<file path="src/rtl/ahb_lite_slave_fabric.sv">
// AHB-Lite decoder and response multiplexer for SLV_CNT slaves with a built-in ERROR default slave.
// Define AHB_FABRIC_TIMEOUT_EN to add the hung-slave timeout counter and the timeout_o port.
module ahb_lite_slave_fabric #(
  parameter int                      SLV_CNT        = 4,
  parameter int                      DATA_W         = 32,
  parameter logic [SLV_CNT*32-1:0]   SLV_BASE       = {SLV_CNT{32'h0}},
  parameter logic [SLV_CNT*32-1:0]   SLV_MASK       = {SLV_CNT{32'hFFFF_0000}},
  parameter int                      TIMEOUT_CYCLES = 1024
) (
  input  logic                        clk,
  input  logic                        rst_n,
  input  logic [31:0]                 haddr,
  input  logic [1:0]                  htrans,
  output logic [SLV_CNT-1:0]          hsel_o,
  input  logic [SLV_CNT*DATA_W-1:0]   s_hrdata,
  input  logic [SLV_CNT-1:0]          s_hreadyout,
  input  logic [SLV_CNT-1:0]          s_hresp,
  output logic [DATA_W-1:0]           hrdata,
  output logic                        hready,
  output logic                        hresp
`ifdef AHB_FABRIC_TIMEOUT_EN
  ,
  output logic                        timeout_o
`endif
);

  typedef enum logic [1:0] {DS_IDLE, DS_ERR1, DS_ERR2} ds_state_t;

  logic [SLV_CNT-1:0] match;
  logic [SLV_CNT-1:0] dp_sel_q, dp_sel_d;
  logic               dp_def_q, dp_def_d;
  ds_state_t          state_q, state_d;
  logic [DATA_W-1:0]  sel_rdata;
  logic               sel_ready;
  logic               sel_resp;
  logic               dp_active;
  logic               slave_stall;
  logic               to_hit;

  generate
    for (genvar gi = 0; gi < SLV_CNT; gi++) begin : g_dec
      assign match[gi] = (haddr & SLV_MASK[32*gi +: 32]) == SLV_BASE[32*gi +: 32];
    end
  endgenerate

  // Lowest index wins on overlap: keep only the least-significant set bit.
  assign hsel_o = match & (~match + SLV_CNT'(1));

  always_comb begin
    sel_rdata = '0;
    sel_ready = 1'b0;
    sel_resp  = 1'b0;
    for (int i = 0; i < SLV_CNT; i++) begin
      if (dp_sel_q[i]) begin
        sel_rdata = sel_rdata | s_hrdata[DATA_W*i +: DATA_W];
        sel_ready = sel_ready | s_hreadyout[i];
        sel_resp  = sel_resp  | s_hresp[i];
      end
    end
  end

  assign dp_active   = |dp_sel_q;
  assign slave_stall = dp_active & ~sel_ready;

  always_comb begin
    if (dp_active) begin
      hrdata = sel_rdata;
      hready = sel_ready;
      hresp  = sel_resp;
    end else begin
      hrdata = '0;
      hready = ~(dp_def_q && (state_q == DS_ERR1));
      hresp  = dp_def_q && (state_q != DS_IDLE);
    end
  end

  always_comb begin
    dp_sel_d = dp_sel_q;
    dp_def_d = dp_def_q;
    state_d  = state_q;
    if (hready) begin
      dp_sel_d = htrans[1] ? hsel_o : '0;
      dp_def_d = htrans[1] & ~|hsel_o;
    end
    case (state_q)
      DS_ERR1: state_d = DS_ERR2;
      default: state_d = (hready && dp_def_d) ? DS_ERR1 : DS_IDLE;
    endcase
    // A timed-out slave is dropped and the default slave answers with ERROR instead.
    if (to_hit) begin
      dp_sel_d = '0;
      dp_def_d = 1'b1;
      state_d  = DS_ERR1;
    end
  end

  always_ff @(posedge clk or negedge rst_n) begin
    if (!rst_n) begin
      dp_sel_q <= '0;
      dp_def_q <= 1'b0;
      state_q  <= DS_IDLE;
    end else begin
      dp_sel_q <= dp_sel_d;
      dp_def_q <= dp_def_d;
      state_q  <= state_d;
    end
  end

`ifdef AHB_FABRIC_TIMEOUT_EN
  logic [15:0] to_cnt_q, to_cnt_d;
  logic        timeout_q, timeout_d;

  assign to_hit = slave_stall && (to_cnt_q == 16'(TIMEOUT_CYCLES - 1));

  always_comb begin
    to_cnt_d = to_cnt_q;
    if (hready || to_hit) begin
      to_cnt_d = '0;
    end else if (slave_stall) begin
      to_cnt_d = to_cnt_q + 16'd1;
    end
    timeout_d = timeout_q | to_hit;
  end

  always_ff @(posedge clk or negedge rst_n) begin
    if (!rst_n) begin
      to_cnt_q  <= '0;
      timeout_q <= 1'b0;
    end else begin
      to_cnt_q  <= to_cnt_d;
      timeout_q <= timeout_d;
    end
  end

  assign timeout_o = timeout_q;
`else
  assign to_hit = 1'b0;
`endif

endmodule

</file>
<file path="config.mk">
export PLATFORM = sky130hd
export DESIGN_NAME = ahb_lite_slave_fabric
export DESIGN_NICKNAME = d
export VERILOG_FILES = /design/src/rtl/ahb_lite_slave_fabric.sv
export SDC_FILE = /design/constraint.sdc
export NUM_CORES = 1
export LEC_CHECK = 0
export BUFFER_PORTS_ARGS = -buffer_cell sky130_fd_sc_hd__buf_4
export CORE_AREA = 5 5 78 80
export DETAILED_ROUTE_END_ITERATION = 10
export DIE_AREA = 0 0 83 85
export REMOVE_ABC_BUFFERS = 1
export SETUP_SLACK_MARGIN = 0.5
export SLEW_MARGIN = 25
export SYNTH_ARGS = -nofsm -noshare
export SYNTH_HDL_FRONTEND = slang
export SYNTH_SLANG_ARGS = --single-unit
</file>
<file path="constraint.sdc">
create_clock -name clk -period 2.9 [get_ports clk]
set_clock_uncertainty 0.15 [all_clocks]
set_input_delay 0.58 -clock clk [delete_from_list [all_inputs] [get_ports clk]]
set_output_delay 0.58 -clock clk [all_outputs]
set_load 0.01 [all_outputs]
</file>
==> impl_metrics.env <==
export IMPL_setup_viol=0
export IMPL_crit_slowest_cell="dfrtp_1"
export IMPL_p_leak_nw=0.656
export IMPL_die_area_sq_mm=0.00706
export IMPL_synth_distinct_cells=15
export IMPL_grt_max_degree=34
export IMPL_final_cell_mix="buf_4, and2_1, nor4_1, o21ai_0, dfrtp_1"
export IMPL_grt_total_usage=0.0639
export IMPL_hold_buffers=0
export IMPL_ir_drop_mv=0.0589
export IMPL_totalPowerFinal_uw=265
export IMPL_routed_wl_mm=2.29
export IMPL_numPlacedInstances=217
export IMPL_powerDensity_mw_per_mm2=215
export IMPL_synth_fa_ha_area_frac=0
export IMPL_antenna_found_initial=0
export IMPL_ys_seq_area_frac=0.220
export IMPL_dp_slack_ps=756
export IMPL_grt_pass1_vias=772
export IMPL_cp_common_cell="buf_4"
export IMPL_grt_overflow=0
export IMPL_grtUsageMet2=0.0911
export IMPL_tritoncts="yes"
export IMPL_setup_tns_ps=0
export IMPL_post_route_period_util=0.736
export IMPL_utilization=0.231
export IMPL_cts_max_path_buffers=2
export IMPL_path_clk_slew_ps=30
export IMPL_die_height_um=85
export IMPL_cts_sinks=4
export IMPL_drt_pass1_iterations=3
export IMPL_synthCells=61
export IMPL_finalHoldViolCount=0
export IMPL_path_cells="buf_4, nand4bb_1, nor2b_1, buf_4"
export IMPL_die_width_um=83
export IMPL_syn_area_sq_um=455
export IMPL_worst_setup_path_type="flip-flop to primary output"
export IMPL_synth_seq_cells=4
export IMPL_synth_compound_area_frac=0.0632
export IMPL_cts_resized=0
export IMPL_fin_nets=323
export IMPL_place_hpwl_mm=2.08
export IMPL_rows=27
export IMPL_post_cts_buffers=0
export IMPL_yosys_warnings=0
export IMPL_drv_cap=0
export IMPL_worstPathArrival_ps=1410
export IMPL_mostFrequentLayoutCell="buf_4"
export IMPL_htreeDepth=1
export IMPL_critical_path_buf_inv_count=2
export IMPL_finalNonFillerCells=221
export IMPL_drt_vias_per_instance=3.47
export IMPL_status="finished clean"
export IMPL_met1_usage=0.0672
export IMPL_grt_pass1_wl_mm=3.53
export IMPL_worstSkewPairLatency_ps=210
export IMPL_crit_family="simple AND/OR/NAND/NOR gates"
export IMPL_finalCriticalPeriod_ps=2140
export IMPL_use_met3=0.0437
export IMPL_initial_utilization=0.0853
export IMPL_cts_root_buf="clkbuf_8"
export IMPL_n_antenna_cell=0
export IMPL_coreArea_sq_mm=0.00534
export IMPL_layout_drive_gt1_share=0.617
export IMPL_busiest_layer="met2"
export IMPL_synth_top_family_by_area="simple AND/OR/NAND/NOR gates"
export IMPL_synthMuxAreaShare=0
export IMPL_cts_buffers=3
export IMPL_avgSynthCellArea_sq_um=7.47
export IMPL_crit_path_start_kind="flip-flop"
export IMPL_routabilityCongestion=0.783
export IMPL_routed_wire_length_per_instance_um=10.4
export IMPL_layout_setup_ws_ps=764
export IMPL_worstPathMaxFanout=33
export IMPL_rsz0062_at_grt="false"
export IMPL_yosys_area_share_simple=0.635
export IMPL_clock_fmax_mhz=468
export IMPL_drc_errors=0
export IMPL_syn_to_final_growth_pct=170
export IMPL_dr_first_iter_drc_count=10
export IMPL_critPathCaptureType="primary output"
export IMPL_slowest_delay_ps=400
export IMPL_ant_nets=0
export IMPL_slew_violations=0
export IMPL_synth_xor_xnor_area_share=0
export IMPL_port_buffers=87
export IMPL_min_path_type="flip-flop to flip-flop"
export IMPL_crit_required_ps=2170
export IMPL_io_pins=210
export IMPL_vias=767
==> metrics by stage <==
| step | hold slack (ps) | instance area (sq um) |
|---|---|---|
| CTS | 1.26 | 1220 |
| finish | 331 | 1230 |
| detailed placement | 228 | 1180 |
| global route | 366 | 1230 |
| floorplan | 134 | 429 |
| global placement | 228 | 1180 |
==> Yosys cell counts <==
master | n | area (sq um)
and2_1 | 32 | 200
dfrtp_1 | 4 | 100
nor4_1 | 4 | 25.0
o21ai_0 | 4 | 20.0
buf_4 | 3 | 22.5
clkbuf_1 | 3 | 11.3
nor2b_1 | 3 | 18.8
a31o_1 | 1 | 8.76
and4_2 | 1 | 10.0
conb_1 | 1 | 3.75
nand2_1 | 1 | 3.75
nand3b_1 | 1 | 7.51
nand4bb_1 | 1 | 11.3
nor3_1 | 1 | 5.00
nor3b_1 | 1 | 7.51
==> cells by family after synthesis <==
logic type,after synthesis
flip-flops,4
AND/OR/NAND/NOR,45
AO/OA/AOI/OAI,5
other,1
buffers and inverters,6
==> path summary, 6_finish.rpt <==
kind                                              start                       to  slack [ps]  cells after the start
worst max-delay path            dp_sel_q[0]$_DFFE_PN0N_                   hready         760                      4
worst min-delay path               state_q[1]$_DFF_PN0_     state_q[1]$_DFF_PN0_         330                      1
worst max register to register  dp_sel_q[0]$_DFFE_PN0N_  dp_sel_q[0]$_DFFE_PN0N_        1500                      3
worst min register to register     state_q[1]$_DFF_PN0_     state_q[1]$_DFF_PN0_         330                      1
max in group asynchronous                         rst_n     state_q[1]$_DFF_PN0_        1940                      2
min in group asynchronous                         rst_n       dp_def_q$_DFF_PN0_         560                      2
==> area by class of cell <==
class | count | area (sq um)
Multi-Input combinational cell | 53 | 329
Fill cell | 594 | 4110
Timing Repair Buffer | 89 | 671
Sequential cell | 4 | 100
Tap cell | 72 | 90.1
Clock buffer | 3 | 41.3
==> worst register-to-register path, delay by kind of cell, from the launching register on <==
| kind | cells | cell delay [ps] |
|---|---|---|
| AO/OA/AOI/OAI | 1 | 260 |
| AND/OR/NAND/NOR | 1 | 250 |
| buffers and inverters | 1 | 220 |
| flip-flops | 1 | 400 |
==> power breakdown <==
group,leakage [nW],switching [mW],internal [mW]
sequential,0.0510,0.00487,0.0633
clock,0.0216,0.0261,0.0882
combinational,0.583,0.0244,0.0582
total,0.656,0.0554,0.210
==> layer usage <==
layer  routed length, um  share of wire
met1                 889           0.39
met2                 914           0.40
met3                 460           0.20
met4                  27          0.012
met5                   0              0
==> state kept, by name, indices dropped and copies added, names as in the netlist <==
register / flops
state_q: 2
dp_sel_q: 1
dp_def_q: 1
(Power assumes the default switching activity.)
